==> src/rtl/frame_stuffer_tx_pkg.sv <==
// Shared framing constants, frame/status codes and the transmit FSM encoding
// for the JAWNY/TAJNY byte channel.
package frame_stuffer_tx_pkg;

  localparam logic [7:0] FRAME_START = 8'h06;
  localparam logic [7:0] FRAME_END   = 8'h07;
  localparam logic [7:0] ESC_VAL     = 8'h14;
  localparam logic [7:0] ESC_XOR     = 8'h20;

  localparam int PREAMBLE_SIZE = 3;
  localparam int DATA_SIZE     = 64;
  localparam int CRC_SIZE      = 8;
  localparam int NONCE_SIZE    = 12;
  localparam int FRAME_BYTES_DEFAULT = PREAMBLE_SIZE + DATA_SIZE + CRC_SIZE;

  typedef enum logic [1:0] {
    FIRST_FRAME = 2'd0,
    LAST_FRAME  = 2'd1,
    NORMALNA    = 2'd2,
    POJEDYNCZA  = 2'd3
  } frame_type_e;

  typedef enum logic [1:0] {
    OKAY        = 2'd0,
    ERROR       = 2'd1,
    FATAL_ERROR = 2'd2
  } status_e;

  // ST_ESC1 carries the escape marker on the wire; ST_ESC2 the masked byte.
  typedef enum logic [2:0] {
    ST_IDLE  = 3'd0,
    ST_START = 3'd1,
    ST_BYTE  = 3'd2,
    ST_ESC1  = 3'd3,
    ST_ESC2  = 3'd4,
    ST_END   = 3'd5
  } state_e;

endpackage

==> src/rtl/frame_stuffer_tx_if.sv <==
// Frame-in / byte-out handshake bundle between Core, the framer and the UART.
interface frame_stuffer_tx_if #(
  parameter int FRAME_BYTES = 75
);
  logic [0:FRAME_BYTES*8-1] fin;
  logic                     fin_valid;
  logic                     fin_ready;
  logic [7:0]               tx_data;
  logic                     tx_valid;
  logic                     tx_ready;
  logic                     busy;
  logic                     frame_done;

  modport master (
    output fin, fin_valid, tx_ready,
    input  fin_ready, tx_data, tx_valid, busy, frame_done
  );

  modport slave (
    input  fin, fin_valid, tx_ready,
    output fin_ready, tx_data, tx_valid, busy, frame_done
  );
endinterface

==> src/rtl/frame_stuffer_tx.sv <==
// Transmit framer: wraps one captured frame in FRAME_START/FRAME_END and
// byte-stuffs flag/escape values in the payload. All outputs are registered.
module frame_stuffer_tx
  import frame_stuffer_tx_pkg::*;
#(
  parameter int FRAME_BYTES = 75
) (
  input  logic              clk,
  input  logic              rst_n,
  frame_stuffer_tx_if.slave bus
);

  localparam int IDX_W = (FRAME_BYTES > 1) ? $clog2(FRAME_BYTES) : 1;
  localparam logic [IDX_W-1:0] LAST_IDX = IDX_W'(FRAME_BYTES - 1);

  function automatic logic needs_esc(input logic [7:0] b);
    return (b == FRAME_START) || (b == FRAME_END) || (b == ESC_VAL);
  endfunction

  state_e                   state_q, state_d;
  logic [IDX_W-1:0]         idx_q, idx_d;
  logic [0:FRAME_BYTES*8-1] frame_q, frame_d;
  logic [7:0]               tx_data_q, tx_data_d;
  logic                     tx_valid_q, tx_valid_d;
  logic                     busy_q, busy_d;
  logic                     fin_ready_q, fin_ready_d;
  logic                     frame_done_q, frame_done_d;

  logic [7:0]       bytes_s [FRAME_BYTES];
  logic             xfer_s;
  logic             last_s;
  logic [IDX_W-1:0] load_idx_s;
  logic [7:0]       load_byte_s;
  logic [7:0]       cur_byte_s;

  for (genvar k = 0; k < FRAME_BYTES; k++) begin : g_bytes
    assign bytes_s[k] = frame_q[8*k +: 8];
  end

  assign xfer_s      = tx_valid_q & bus.tx_ready;
  assign last_s      = (idx_q == LAST_IDX);
  assign load_byte_s = bytes_s[load_idx_s];
  assign cur_byte_s  = bytes_s[idx_q];

  // Byte to load next: byte 0 right after the start flag, otherwise the successor.
  always_comb begin
    load_idx_s = idx_q;
    if ((state_q == ST_START) || last_s) begin
      load_idx_s = idx_q;
    end else begin
      load_idx_s = idx_q + IDX_W'(1);
    end
  end

  // Next-state and registered-output logic.
  always_comb begin
    state_d      = state_q;
    idx_d        = idx_q;
    frame_d      = frame_q;
    tx_data_d    = tx_data_q;
    tx_valid_d   = tx_valid_q;
    busy_d       = busy_q;
    fin_ready_d  = fin_ready_q;
    frame_done_d = 1'b0;

    case (state_q)
      ST_IDLE: begin
        if (bus.fin_valid && fin_ready_q) begin
          frame_d     = bus.fin;
          tx_data_d   = FRAME_START;
          tx_valid_d  = 1'b1;
          idx_d       = '0;
          busy_d      = 1'b1;
          fin_ready_d = 1'b0;
          state_d     = ST_START;
        end else begin
          state_d = ST_IDLE;
        end
      end
      ST_START, ST_BYTE, ST_ESC2: begin
        if (xfer_s && (state_q != ST_START) && last_s) begin
          tx_data_d = FRAME_END;
          state_d   = ST_END;
        end else if (xfer_s) begin
          idx_d = load_idx_s;
          if (needs_esc(load_byte_s)) begin
            tx_data_d = ESC_VAL;
            state_d   = ST_ESC1;
          end else begin
            tx_data_d = load_byte_s;
            state_d   = ST_BYTE;
          end
        end else begin
          state_d = state_q;
        end
      end
      ST_ESC1: begin
        if (xfer_s) begin
          tx_data_d = cur_byte_s ^ ESC_XOR;
          state_d   = ST_ESC2;
        end else begin
          state_d = ST_ESC1;
        end
      end
      ST_END: begin
        if (xfer_s) begin
          tx_valid_d   = 1'b0;
          frame_done_d = 1'b1;
          busy_d       = 1'b0;
          fin_ready_d  = 1'b1;
          state_d      = ST_IDLE;
        end else begin
          state_d = ST_END;
        end
      end
      default: begin
        state_d     = ST_IDLE;
        tx_valid_d  = 1'b0;
        busy_d      = 1'b0;
        fin_ready_d = 1'b1;
      end
    endcase
  end

  // State, counter, frame and output registers.
  always_ff @(posedge clk or negedge rst_n) begin
    if (!rst_n) begin
      state_q      <= ST_IDLE;
      idx_q        <= '0;
      frame_q      <= '0;
      tx_data_q    <= 8'h00;
      tx_valid_q   <= 1'b0;
      busy_q       <= 1'b0;
      fin_ready_q  <= 1'b1;
      frame_done_q <= 1'b0;
    end else begin
      state_q      <= state_d;
      idx_q        <= idx_d;
      frame_q      <= frame_d;
      tx_data_q    <= tx_data_d;
      tx_valid_q   <= tx_valid_d;
      busy_q       <= busy_d;
      fin_ready_q  <= fin_ready_d;
      frame_done_q <= frame_done_d;
    end
  end

  assign bus.tx_data    = tx_data_q;
  assign bus.tx_valid   = tx_valid_q;
  assign bus.busy       = busy_q;
  assign bus.fin_ready  = fin_ready_q;
  assign bus.frame_done = frame_done_q;

endmodule

==> src/flat_wrapper.sv <==
// flat-port wrapper written by rule: the top's interface ports become plain ports
module frame_stuffer_tx_flat import frame_stuffer_tx_pkg::*;
#(
  parameter int FRAME_BYTES = 75
)
  (clk, rst_n, bus_fin, bus_fin_valid, bus_tx_ready, bus_fin_ready, bus_tx_data, bus_tx_valid, bus_busy, bus_frame_done);
  frame_stuffer_tx_if #(.FRAME_BYTES(FRAME_BYTES)) bus_i ();
  input  logic clk;
  input  logic rst_n;
  input wire logic [$bits(bus_i.fin)-1:0] bus_fin;
  input wire logic [$bits(bus_i.fin_valid)-1:0] bus_fin_valid;
  input wire logic [$bits(bus_i.tx_ready)-1:0] bus_tx_ready;
  output wire logic [$bits(bus_i.fin_ready)-1:0] bus_fin_ready;
  output wire logic [$bits(bus_i.tx_data)-1:0] bus_tx_data;
  output wire logic [$bits(bus_i.tx_valid)-1:0] bus_tx_valid;
  output wire logic [$bits(bus_i.busy)-1:0] bus_busy;
  output wire logic [$bits(bus_i.frame_done)-1:0] bus_frame_done;
  assign bus_i.fin = bus_fin;
  assign bus_i.fin_valid = bus_fin_valid;
  assign bus_i.tx_ready = bus_tx_ready;
  assign bus_fin_ready = bus_i.fin_ready;
  assign bus_tx_data = bus_i.tx_data;
  assign bus_tx_valid = bus_i.tx_valid;
  assign bus_busy = bus_i.busy;
  assign bus_frame_done = bus_i.frame_done;
  frame_stuffer_tx #(.FRAME_BYTES(FRAME_BYTES)) u_core (.clk(clk), .rst_n(rst_n), .bus(bus_i));
endmodule
==> config.mk <==
export PLATFORM = sky130hd
export DESIGN_NAME = frame_stuffer_tx_flat
export DESIGN_NICKNAME = d
export VERILOG_FILES = /design/src/rtl/frame_stuffer_tx_pkg.sv /design/src/rtl/frame_stuffer_tx_if.sv /design/src/rtl/frame_stuffer_tx.sv /design/src/flat_wrapper.sv
export SDC_FILE = /design/constraint.sdc
export NUM_CORES = 2
export LEC_CHECK = 0
export ABC_CLOCK_PERIOD_IN_PS = 5700
export CORE_MARGIN = 4
export CORE_UTILIZATION = 55
export CTS_CLUSTER_SIZE = 40
export DETAILED_ROUTE_END_ITERATION = 16
export HOLD_SLACK_MARGIN = 0.03
export PLACE_DENSITY = 0.88
export SLEW_MARGIN = 15
export SYNTH_ARGS = -nofsm -noshare
export SYNTH_HDL_FRONTEND = slang
export SYNTH_SLANG_ARGS = --single-unit
==> constraint.sdc <==
create_clock -name clk -period 5.7 [get_ports clk]
set_input_delay 0.855 -clock clk [delete_from_list [all_inputs] [get_ports clk]]
set_output_delay 0.855 -clock clk [all_outputs]
set_load 0.005 [all_outputs]
Word level (Yosys, flattened, before mapping)
Cells that the tools add are included.
{ "op_classes": {"addsub": 1, "order_cmp": 2, "eq_ne": 16, "muxes": 32, "n_bitwise": 5, "reduce_logical": 15} }
{ "ops": {"columns": ["operator", "n"], "rows": [
  ["binary-select mux 8 bit (select 7 bit)", 2],
  ["2-to-1 mux 8 bit", 9],
  ["2-to-1 mux 7 bit", 4],
  ["one-hot mux 8 bit (3 select lines)", 1],
  ["== test 8 x 3 -> 1 bit, second input constant", 2],
  [">= comparator 8 bit, second input constant", 2],
  ["inverter 7 -> 8 bit", 2],
  ["one-hot mux 7 bit (2 select lines)", 1],
  ["2-to-1 mux 3 bit", 4],
  ["one-hot mux 3 bit (4 select lines)", 1],
  ["== test 8 x 5 -> 1 bit, second input constant", 1],
  ["2-to-1 mux 1 bit", 8],
  ["inequality test 2 x 1 -> 1 bit, second input constant", 4],
  ["AND reduction 4 bit", 2],
  ["adder 7 x 1 -> 7 bit, second input constant", 1],
  ["== test 7 bit, second input constant", 1],
  ["== test 3 x 2 -> 1 bit, second input constant", 2],
  ["== test 3 bit, second input constant", 2],
  ["inequality test 3 x 1 -> 1 bit, second input constant", 2],
  ["one-hot mux 1 bit (3 select lines)", 2],
  ["OR reduction 4 bit", 1],
  ["== test 3 x 1 -> 1 bit, second input constant", 1],
  ["logical AND 1 bit", 3],
  ["zero test 3 bit", 1],
  ["9 further kinds", 12]
]} }
{ "word_totals": {"regBits": 621, "elab_cells": 78} }

Logic depth before layout (Yosys ltp)
{ "depth": {"ltp_word": 14, "mapped_depth": 21, "depth_no_buf": 12} }

Worst setup path before layout
Ideal clock, no wire load.
{ "synth_timing": {"path_type": "reg2reg", "startpoint": "reg u_core.idx_q[0]", "endpoint": "reg u_core.tx_data_q[4], in the netlist u_core.bus.tx_data[4]", "setup_ns": 0.126, "t_arrival_ns": 4.365, "slack_ns": 1.209, "path_stages_with_launch": 21, "path_buffers": 9, "period_less_slack_ns": 4.491, "cell_sequence": "dfrtp_1 -> buf_6 -> buf_12 -> inv_1 -> clkbuf_1 -> buf_2 -> buf_1 -> ha_1 -> buf_2 -> nand2b_1 -> clkbuf_1 -> a211o_1 -> and2_1 -> buf_6 -> buf_2 -> o221ai_1 -> a32oi_1 -> a22o_1 -> a211oi_1 -> nor4_4 -> a221o_1"} }
{ "synth_via": {"elab_chain_cells": 14, "elab_cells_between_ends": 25, "cone_classes": "add/sub (1); eq/ne (5); mux (12); bitwise (2); reduce/logical (5)"} }
{ "synth_lines": {"columns": ["element", "line_no", "rtl"], "rows": [
  ["from (decl)", "frame_stuffer_tx.sv:21", "logic [IDX_W-1:0] idx_q, idx_d;"],
  ["from (signal assigned)", "frame_stuffer_tx.sv:138", "idx_q <= idx_d;"],
  ["branches (longest 14 deep; another with adder 7 x 1 -> 7 bit)", null, null],
  ["to (signal assigned)", "frame_stuffer_tx.sv:140", "tx_data_q <= tx_data_d;"],
  ["to (decl)", "frame_stuffer_tx.sv:23", "logic [7:0] tx_data_q, tx_data_d;"]
]} }
Several ways; the timed one is not identified. The select of a mux whose other input is x is not followed.
A chain may end at the register's enable or synchronous reset.

Final worst setup path
{ "layout_timing": {"startpoint": "reg u_core.idx_q[2]", "endpoint": "reg u_core.tx_data_q[4], in the netlist u_core.bus.tx_data[4]"} }
The elaborated chain is that of the path after synthesis.

==> summary.txt <==
Run status
  • Outcome: finished clean

STA
  • Setup violations, final: 0
  • Final critical-path share of the clock period: 88.69%
  • Final Skew: 24.14 ps
  • Pins Over Slew Limit: 0
  • Slew headroom: 21.72%
  • Max Clk Rate: 197.8 MHz
  • RSZ-0062 raised after global routing: false
  • Worst Slack Setup Final: 644.6 ps
  • Actual slew at the worst max-slew pin: 1174 ps
  • Final hold violation count: 0
  • Fin crit period: 5055 ps
  • Sum Neg Setup Slack: 0 ps

GRT
  • Tot GR Track Use: 41.28%
  • Largest net degree at the start of global routing: 177
  • First-pass GRT wire length: 217.0 mm
  • Number of global-route vias before repair: 32.87k
  • GR met3 Demand/Resource: 11.70%
  • M2 GR Usage: 66.72%
  • Initial antenna violation count: 17
  • Met1 Use GR: 48.68%
  • Top Usage Layer GRT: met2
  • Global route overflow: 0

Detailed routing
  • Pre-Repair DR Iteration Count: 14
  • Final WL: 150.4 mm
  • Antenna Violating Nets Remaining: 0
  • Via density: 7.157
  • Via count: 32.17k
  • Wire length per cell: 33.46 um
  • Drc violations: 0
  • Starting DRT DRC Count: 4,934

Cells and area
  • Nets: 4,173
  • Layout cells sized above 1: 31.18%
  • Area growth syn-to-layout: 24.88%
  • Post-Layout Inst Area: 46,030 um2
  • Commonest non-fill, non-tap cell in the layout: mux2_2
  • Most frequent cells in the layout: 627 x mux2_2, 617 x dfrtp_1, 614 x clkdlybuf4s50_1, 207 x mux4_2, 190 x nand2_1

Clocking
  • CTS clk-pin slew, worst paths: 70 ps
  • Post-cts resize count: 0
  • Clk sinks: 621
  • CTS Hold Buffers Added: 0
  • H-tree depth: 3
  • Clk_lat worst skew: 630 ps
  • Post-CTS Setup Inserts: 0
  • Root Buffer: clkbuf_16
  • Deepest clock path buffer count: 3
  • Num CTS Buffers: 70
  • CTS tree: built

Synth
  • Register area share after synthesis: 42.16%
  • Register bit total from synthesis: 621
  • Synthesized area: 36,860 um2
  • Yosys top cell by area: dfrtp_1
  • Top_reg_cell synth: dfrtp_1
  • Synthesized Nets: 3,640
  • EDFF count, synth: 0
  • Syn. warnings: 0
  • Synth top area cells: dfrtp_1 42%, mux2_2 19%, mux4_2 13%
  • Unique masters post-synth: 109
  • Post-synth ARST share: 100.0%
  • Synthesized instance count: 3,034
  • Synth top area share: 42.09%
  • Synthesized area per cell: 12.15 um2

Placement
  • Setup WS pre-CTS: 870.1 ps
  • Placed Area: 43,760 um2
  • Input/output buffers: 615
  • Gpl congestion: 1.062
  • Half-perimeter wire length after placement: 109.7 mm

Job
  • Max-capacitance violation count: 0

Setup path
  • Setup Crit Path Kind: flop to flop
  • Startpoint Class: flop
  • WP data arrival: 5560 ps
  • CP endpoint kind: flop
  • Crit-path max FO: 60
  • Worst EP required: 6210 ps

Die
  • Initial core utilization: 55.77%
  • Ports: 616
  • DIE HEIGHT: 266.9 um
  • Core ar.: 66,100 um2
  • Die footprint: 71,230 um2
  • Die X: 266.9 um
  • Num rows: 94

Pwr
  • Power per cell area: 540.9 nW/um2
  • VDD IR max: 0.4326 mV
  • Leakage: 19.46 nW

Hold path
  • HP Class: primary input to asynchronous set/reset pin
[report_power, final]
part	internal [mW]	total [mW]	switching, mW
logic	5.63	13.2	7.52
registers	5.64	7.26	1.62
clock network	2.54	4.48	1.94
total	13.8	24.9	11.1
[layer usage]
layer | routed length [um] | vias to the layer above | part of all wire, %
met3 | 17000 | 808 | 11
met1 | 50630 | 15860 | 34
met5 | 72 | - | 0.048
met4 | 12430 | 12 | 8.3
li1 | - | 12840 | -
met2 | 70290 | 2648 | 47
[registers in the layout, summed over array words and instances, names as in the netlist]
name,flops
u_core.bus.tx_data,8
u_core.state_q,3
u_core.bus.fin_ready,1
u_core.bus.frame_done,1
u_core.bus.tx_valid,1
u_core.bytes_s,600
u_core.idx_q,7
[worst max-delay path: stages (launching register included)]
cell      delay [ps]
dfrtp_4         1010
buf_4            580
nand3_1          200
nor2_1           530
xnor2_1          340
o41ai_1          880
a31oi_1          170
a22o_1           310
a211oi_1         410
nor4_4           130
a221o_1          310
[Yosys cell counts (all sizes together) (14+ instances only)]
library cell  count
a21oi           113
o22ai            56
a221oi           20
nor2            109
and3             28
mux4            207
buf             151
dfrtp           620
nand2           194
inv              17
clkbuf          121
nand2b           15
o221ai           34
a211oi           43
o21ai           138
a22oi            15
mux2            628
mux2i            72
nor3             71
nand3            68
o211ai           22
a221o            14
a31oi            28
nor2b            17
[final cells by class]
class                      instances  area [um2]
inverter                          19       71.32
fill                            4457       20060
clock inverter                    24       181.4
tap                              864        1081
sequential                       621       15550
clock buffer                      99        2063
timing repair buffer             733        7184
multi-input combinational       2122       19870
antenna                           13       32.53
[cells by family (layout without fill, tap and decap cells)]
logic type	count (synthesis)	count (layout)	share of synthesized area, %
AND/OR/NAND/NOR	572	572	7.535
flip-flops	621	621	42.16
adder cells (fa/ha/maj)	2	2	0.06788
buffers and inverters	291	875	4.083
other	0	13	0
multiplexers	907	907	33.79
AO/OA/AOI/OAI	632	632	12.15
XOR/XNOR	9	9	0.2139
[worst paths after layout]
| check | startpoint | to | slack [ps] | cells after the start |
|---|---|---|---|---|
| worst min-delay path | rst_n | u_core.bytes_s[422]$_DFFE_PN0P_ | 280 | 1 |
| min in group clk | u_core.bytes_s[165]$_DFFE_PN0P_ | u_core.bytes_s[165]$_DFFE_PN0P_ | 530 | 1 |
| worst min register to register | u_core.bytes_s[165]$_DFFE_PN0P_ | u_core.bytes_s[165]$_DFFE_PN0P_ | 530 | 1 |
| worst max register to register | u_core.idx_q[2]$_DFFE_PN0P_ | u_core.bus.tx_data[4]$_DFFE_PN0P_ | 640 | 10 |
| max in group asynchronous | rst_n | u_core.bytes_s[278]$_DFFE_PN0P_ | 3990 | 2 |
| worst max-delay path | u_core.idx_q[2]$_DFFE_PN0P_ | u_core.bus.tx_data[4]$_DFFE_PN0P_ | 640 | 10 |
[metrics by stage]
stage	hold WS, ps	total power, mW	utilization (%)	std cells
6_report	277.7	24.90	69.64	4495
5_1_grt	313.4	25.54	69.61	4487
4_1_cts	277.9	24.30	69.60	4482
3_5_place_dp	512.8	19.71	66.20	4359
3_3_place_gp	504.0	19.49	66.20	4359
2_1_floorplan	486.3	15.06	-	3034
Note: power is estimated with default switching activity, not from simulation.
